--- config.mk ---
export PLATFORM = sky130hd
export DESIGN_NAME = clk_period_meter
export DESIGN_NICKNAME = d
export VERILOG_FILES = /design/src/rtl/clk_period_meter.sv
export SDC_FILE = /design/constraint.sdc
export NUM_CORES = 1
export LEC_CHECK = 0
export CORE_UTILIZATION = 36
export CTS_CLUSTER_DIAMETER = 120
export DETAILED_ROUTE_END_ITERATION = 6
export GPL_TIMING_DRIVEN = 0
export PLACE_DENSITY = 0.63
export SYNTH_ARGS = -nofsm -noshare
export SYNTH_HDL_FRONTEND = slang
export SYNTH_SLANG_ARGS = --single-unit
--- constraint.sdc ---
create_clock -name clk_in -period 2.9 [get_ports clk_in]
set_input_delay 0.435 -clock clk_in [delete_from_list [all_inputs] [get_ports clk_in]]
set_output_delay 0.435 -clock clk_in [all_outputs]
set_load 0.02 [all_outputs]
--- src/rtl/clk_period_meter.sv ---
// Measures period and high time of a slow, asynchronous square wave in clk_in cycles,
// with a one-cycle result strobe and a stall flag when rising edges stop arriving.
module clk_period_meter #(
    parameter int unsigned      CNT_W   = 16,
    parameter logic [CNT_W-1:0] TIMEOUT = CNT_W'(50000)
) (
    input  logic             clk_in,
    input  logic             rst,
    input  logic             en,
    input  logic             sig_in,
    output logic [CNT_W-1:0] period,
    output logic [CNT_W-1:0] high_time,
    output logic             meas_valid,
    output logic             stalled
);

    typedef enum logic [1:0] {
        IDLE  = 2'd0,
        MEAS  = 2'd1,
        STALL = 2'd2
    } state_t;

    state_t state_q;
    state_t state_d;

    logic s1;
    logic s2;
    logic s3;
    logic rise;
    logic fall;

    logic [CNT_W-1:0] cnt;
    logic [CNT_W-1:0] hcnt;
    logic [CNT_W-1:0] hhold;

    logic cnt_load;
    logic cnt_run;
    logic report;

    // s1/s2 resynchronise sig_in; s3 is history for edge detection only.
    always_ff @(posedge clk_in or posedge rst) begin
        if (rst) begin
            s1 <= 1'b0;
            s2 <= 1'b0;
            s3 <= 1'b0;
        end else begin
            s1 <= sig_in;
            s2 <= s1;
            s3 <= s2;
        end
    end

    assign rise = s2 & ~s3;
    assign fall = ~s2 & s3;

    always_ff @(posedge clk_in or posedge rst) begin
        if (rst) begin
            state_q <= IDLE;
        end else begin
            state_q <= state_d;
        end
    end

    // A rise always wins over a timeout landing in the same cycle.
    always_comb begin
        state_d  = state_q;
        cnt_load = 1'b0;
        cnt_run  = 1'b0;
        report   = 1'b0;
        if (!en) begin
            state_d = IDLE;
        end else begin
            case (state_q)
                IDLE: begin
                    if (rise) begin
                        state_d  = MEAS;
                        cnt_load = 1'b1;
                    end
                end
                MEAS: begin
                    if (rise) begin
                        cnt_load = 1'b1;
                        report   = 1'b1;
                    end else begin
                        cnt_run = 1'b1;
                        if (cnt == TIMEOUT) begin
                            state_d = STALL;
                        end
                    end
                end
                STALL: begin
                    if (rise) begin
                        state_d  = MEAS;
                        cnt_load = 1'b1;
                    end else begin
                        cnt_run = 1'b1;
                    end
                end
                default: begin
                    state_d = IDLE;
                end
            endcase
        end
    end

    always_ff @(posedge clk_in or posedge rst) begin
        if (rst) begin
            cnt   <= '0;
            hcnt  <= '0;
            hhold <= '0;
        end else begin
            if (cnt_load) begin
                cnt  <= CNT_W'(1);
                hcnt <= CNT_W'(1);
            end else if (cnt_run) begin
                if (cnt != TIMEOUT) begin
                    cnt <= cnt + 1'b1;
                end
                if (s2 && (hcnt != TIMEOUT)) begin
                    hcnt <= hcnt + 1'b1;
                end
            end
            if (fall && cnt_run) begin
                hhold <= hcnt;
            end
        end
    end

    always_ff @(posedge clk_in or posedge rst) begin
        if (rst) begin
            period     <= '0;
            high_time  <= '0;
            meas_valid <= 1'b0;
            stalled    <= 1'b0;
        end else begin
            meas_valid <= report;
            stalled    <= (state_d == STALL);
            if (report) begin
                period    <= cnt;
                high_time <= hhold;
            end
        end
    end

endmodule

==> results.yml, run 1 <==
status:
  status: "finished clean"
detailed_routing:
  wl_per_cell_um: 15.08
  via_per_inst: 5.220
  drt-pass1-iter-count: 4
  vias: 2871
  drtIter0Drc: 177
  drcViolationCount: 0
  drt_wl_total_mm: 8.294
  postRouteAntennaNets: 0
power:
  peakVddDrop_v: 0.0001848
  power.density_nw_per_um2: 475.3
  power_leakage_nw: 2.080
  p_total_mw: 2.258
clock_tree:
  clkSlewWorstSetupHoldPaths_ns: 0.08
  cts_resized: 0
  cts_setup_buffers: 0
  clkLatencyLatePin_ns: 0.36
  cts_tree: "done"
  clkSinkCount: 87
  clockBufferDepth: 2
  holdBufCountCts: 0
  cts-root-buf: "clkbuf_8"
  htree_levels: 3
  numCtsBuffers: 9
floorplanning:
  die_w_um: 107.7
  io_pins: 38
  die_h_um: 107.7
  core_um2: 10890
  start_util_pct: 36.96
  row_count: 38
  die_area_um2: 11600
timing:
  worstMarginPinSlew_ns: 0.6303
  slew_violations: 0
  fin_worst_skew_ns: 0.005392
  slew_headroom_pct: 57.98
  fin_tns_setup_ns: 0
  finalHoldViolations: 0
  min_period_over_period_pct: 79.19
  setup_viol: 0
  max_clock_freq_ghz: 0.4354
  min_period_ns: 2.297
  rsz0062_at_grt: "false"
cells_and_area:
  layout.nets: 420
  drive_gt1_share_pct: 17.80
  fin_cells: 550
  diodes: 0
  fillCellCount: 1041
  areaGrowthSynthToFinish_pct: 18.07
  design_area_um2: 4751
logic_synthesis:
  synth_top_area_share_pct: 54.10
  synthArstFlopShare_pct: 100.0
  yosysSeqAreaShare_pct: 54.10
  ys_seq_elements: 87
  synthCells: 359
  ys.warnings.count: 0
  syn-cell-area_um2: 4024
  synthTopCellsByArea: "dfrtp_1, mux2_2, nand2_1"
  yosysMostFrequentCell: "dfrtp_1"
  synth_edf_count: 0
  synth_ff_type: "dfrtp_1"
  synth.distinct_cells: 46
  avgSynthCellArea_um2: 11.21
  synth_common_cells: "dfrtp_1, mux2_2, nand2_1, nand3_1, o21ai_0"
  synth.largest_area_cell: "dfrtp_1"
  syn_nets: 371
worst_hold_path:
  hold_path_end: "s2"
  min_path_cells: 0
  hold_path.startpoint: "s1"
  min_path_type: "flip-flop to flip-flop"
global_route:
  grtUsageTotal_pct: 15.89
  overflow: 0
  grt_antenna_before_repair: 0
  grt_pass1_vias: 2830
  grt_max_degree: 54
  grt_pass1_wl_mm: 14.06
placed_design:
  dpl-instance-area_um2: 4599
  hpwl_mm: 5.845
  io_buffer_count: 37
  place_congestion: 0.8177
  post-place-cells: 537
setup_path:
  crit_fanout: 10
  worstPathRequired_ns: 3.15
  r2r_start: "state_q[0]"
  crit_type: "flip-flop to flip-flop"
  crit_path_end_kind: "flip-flop"
  cp.arrival_ns: 2.55
  reg2regPathDepth: 7
  start_kind: "flip-flop"
  rrSetupSlack_ns: 0.60
  r2r-end: "hhold[14]"
flow_run:
  cap_viol_max_count: 0
[worst max-delay path, stage by stage (launching register included)]
cell and delay, ns:
dfrtp_1 0.43, inv_1 0.08, ha_1 0.33, and2_1 0.14, buf_2 0.18, nand3b_1 0.12
clkbuf_1 0.50, mux2_2 0.41
[cells in the final DEF (no fill, tap or decap), types with 7 or more instances in the layout]
cell type	netlist	layout
nand4_1	12	12
or4_1	7	7
inv_1	15	14
nor2_1	12	12
clkbuf_8	0	10
o31ai_1	10	10
a21oi_1	15	15
nand2_1	33	33
nand3_1	19	19
clkdlybuf4s50_1	0	37
dfrtp_1	87	87
ha_1	8	8
buf_2	8	8
mux2_2	38	38
o21ai_0	19	19
[cell type report]
class | instances | area (um2) | area share (%)
sequential | 87 | 2177 | 45.83
inverter | 15 | 58.81 | 1.238
timing repair buffer | 38 | 397.9 | 8.375
buffer | 15 | 81.33 | 1.712
tap | 140 | 175.2 | 3.687
clock buffer | 11 | 141.4 | 2.976
clock inverter | 2 | 10.01 | 0.2107
multi-input combinational | 242 | 1709 | 35.98
[flip-flops by register name, indices dropped and copies added (netlist names), 2 cells and up]
| register | flops |
|---|---|
| high_time | 16 |
| period | 16 |
| hhold | 16 |
| state_q | 2 |
| hcnt | 16 |
| cnt | 16 |
[worst max-delay path by stage]
| stage | cells after the start | from | to |
|---|---|---|---|
| 2_1_floorplan | 1 | rst | cnt[0] |
| 3_3_place_gp | 2 | rst | high_time[9] |
| 3_5_place_dp | 6 | en | hhold[14] |
| 4_1_cts | 7 | state_q[0] | hhold[14] |
| 5_1_grt | 7 | state_q[1] | hhold[7] |
| 6_report | 7 | state_q[0] | hhold[14] |
[cells by family (layout without fill, tap and decap cells)]
family                   Yosys count  in the layout  share of synthesized area, %
AND/OR/NAND/NOR                  130            130                         18.44
flip-flops                        87             87                         54.10
AO/OA/AOI/OAI                     54             54                         7.960
multiplexers                      45             45                         12.50
buffers and inverters             30             81                         3.420
adder cells (fa/ha/maj)            8              8                         2.488
XOR/XNOR                           5              5                         1.088
[report_power, final]
group	switching (mW)	total, mW	internal, mW
sequential	0.0380	1.30	1.26
clock	0.397	0.715	0.318
combinational	0.144	0.246	0.102
total	0.579	2.26	1.68
[through the flow]
stage | setup WS, ns | hold slack (ns) | util, %
6_report | 0.6035 | 0.3520 | 43.63
2_1_floorplan | 0.2148 | 0.3312 | -
3_5_place_dp | 0.4298 | 0.3347 | 42.24
4_1_cts | 0.5976 | 0.3528 | 43.63
5_1_grt | 0.4774 | 0.3712 | 43.63
3_3_place_gp | -1.151 | 0.3323 | 41.97
[metal layers]
| metal | GRT usage (%) | vias up | routed length [um] |
|---|---|---|---|
| li1 | - | 1386 | - |
| met5 | 0 | - | 0 |
| met4 | 6.751 | 0 | 165 |
| met3 | 3.390 | 15 | 325 |
| met1 | 21.51 | 1417 | 4060 |
| met2 | 24.54 | 53 | 3743 |
Power figures use the tool's default switching activity.
==> run 2, diff against run 1 <==
Settings changed: PLACE_DENSITY 0.63 to 0.61.
Clock period 2.9 ns to 2.2 ns, I/O delays scaled along.
==> run 2 against run 1 <==
Against the previous run: first-iteration DRC count is 16% lower; sequential power is 32% higher; register-to-register slack worse by 0.45 ns; combinational power is 36% higher; critical path depth stayed put; flip-flop and latch count stayed put; clock power is 55% higher; die area stayed put; cell count is 1.1% higher; wire length is 0.86% lower; largest cell class unchanged.
==> results.yml, run 2 (synthesis gave the netlist of run 1 again) <==
placed_design:
  io_buffer_count: 37
  hpwl_mm: 5.963
  place_ws_ns: -0.1525
  place_congestion: 0.8488
setup_path:
  reg2regPathDepth: 7
  start_kind: "flip-flop"
  cp_num_buf_inv: 2
  crit_path_end_kind: "flip-flop"
  crit_fanout: 10
  worstPathRequired_ns: 2.49
  critPathLaunch: "state_q[1]"
  critPathTopFamily: "simple AND/OR/NAND/NOR gates"
  endpoint: "hcnt[14]"
  cp.arrival_ns: 2.34
  r2r-end: "hcnt[14]"
  cpPeakStageDelay_ns: 0.53
  rrSetupSlack_ns: 0.15
  slowest_stage: "or4_1"
  cp.depth: 7
  cp_cell_sequence: "inv_1, ha_1, and2_1, buf_6, nand4_1, or4_1, a21oi_2"
  r2r_start: "state_q[1]"
  crit_type: "flip-flop to flip-flop"
timing:
  min_period_over_period_pct: 93.01
  finalHoldViolations: 0
  fin_worst_skew_ns: 0.009899
  worstMarginPinSlew_ns: 0.6486
  fin_hold_ws_ns: 0.3555
  slew_headroom_pct: 56.67
  slew_violations: 0
  worst_slack_ns: 0.1538
  min_period_ns: 2.046
  max_clock_freq_ghz: 0.4887
  setup_viol: 0
detailed_routing:
  postRouteAntennaNets: 0
  via_per_inst: 5.255
  wl_per_cell_um: 14.79
  drt_wl_total_mm: 8.223
  drtIter0Drc: 149
  drcViolationCount: 0
  vias: 2922
  drt-pass1-iter-count: 5
clock_tree:
  clkSlewWorstSetupHoldPaths_ns: 0.08
  htree_levels: 3
  cts_tree: "done"
  clkSinkCount: 87
  clkLatencyLatePin_ns: 0.36
  numCtsBuffers: 9
  clockBufferDepth: 2
  holdBufCountCts: 0
  cts-root-buf: "clkbuf_8"
cells_and_area:
  fillCellCount: 1058
  layout.nets: 423
  drive_gt1_share_pct: 20.67
  mostFrequentLayoutCell: "dfrtp_1"
  areaGrowthSynthToFinish_pct: 20.52
  diodes: 0
  mostFrequentLayoutCells: "dfrtp_1, mux2_2, clkdlybuf4s50_1"
global_route:
  grt_max_degree: 33
  grt_pass1_wl_mm: 14.52
  grtUsageTotal_pct: 16.20
  grt_antenna_before_repair: 0
  grt_pass1_vias: 3012
  overflow: 0
floorplanning:
  io_pins: 38
  die_w_um: 107.7
  start_util_pct: 36.96
  die_area_um2: 11600
  die_h_um: 107.7
  row_count: 38
  core_um2: 10890
status:
  status: "finished clean"
power:
  peakVddDrop_v: 0.0003169
  power.density_nw_per_um2: 649.0
  power_leakage_nw: 2.118
flow_run:
  cap_viol_max_count: 0
worst_hold_path:
  min_path_type: "flip-flop to flip-flop"
-- run 2: how the worst min path moves through the flow --
stage,start,to,depth (start not counted)
final,s1,s2,0
after global routing,s1,s2,0
after CTS,s1,s2,0
after detailed placement,s1,s2,0
after global placement,s1,s2,0
after floorplan,s1,s2,0
-- run 2: layer usage --
metal	vias up	routed length (um)	GRT usage, %
li1	1409	-	-
met1	1445	4071	22.67
met2	57	3741	24.40
met3	11	245	2.300
met4	0	164	8.121
met5	-	0	0
-- run 2: what timing repair did --
action,4_1_cts,5_1_grt
resized for setup,2,8
setup buffers,0,3
pin swaps,0,2
endpoints found under the setup margin,11,19
-- run 2: area by class of cell --
type	count	area (um2)	share of cell area, %
repair buffers	42	432.9	8.927
multi-input cells	242	1720	35.47
clock buffers	9	123.9	2.554
flip-flops and latches	87	2178	44.92
clock inverters	7	72.57	1.496
plain buffers	14	86.33	1.780
well taps	140	175.2	3.612
inverters	15	60.06	1.238
-- run 2: worst register-to-register path, stage by stage, from the launching register on --
cell and delay [ns]:
dfrtp_1 0.40, inv_1 0.10, ha_1 0.32, and2_1 0.14, buf_6 0.15, nand4_1 0.20
or4_1 0.53, a21oi_2 0.14
-- run 2: through the flow --
| step | utilization [%] | power, mW | setup TNS (ns) | cell area [um2] | instances |
|---|---|---|---|---|---|
| 2_1_floorplan | - | 1.938 | 0 | 4028 | 359 |
| 3_3_place_gp | 42.00 | 2.053 | -11.23 | 4573 | 536 |
| 3_5_place_dp | 42.37 | 2.075 | -1.878 | 4613 | 538 |
| 4_1_cts | 44.21 | 3.193 | 0 | 4813 | 554 |
| 5_1_grt | 44.54 | 3.303 | -0.007730 | 4850 | 556 |
| 6_report | 44.54 | 3.147 | 0 | 4850 | 556 |
-- run 2: where the power goes --
part	switching (mW)	internal (mW)
combinational	0.195	0.139
sequential	0.0483	1.66
clock	0.579	0.526
==> run 3, diff against run 2 <==
Settings changed: GPL_ROUTABILITY_DRIVEN set to 0.
==> results of run 3 <==
The final DEF is identical to that of run 2; final timing and power are the same.
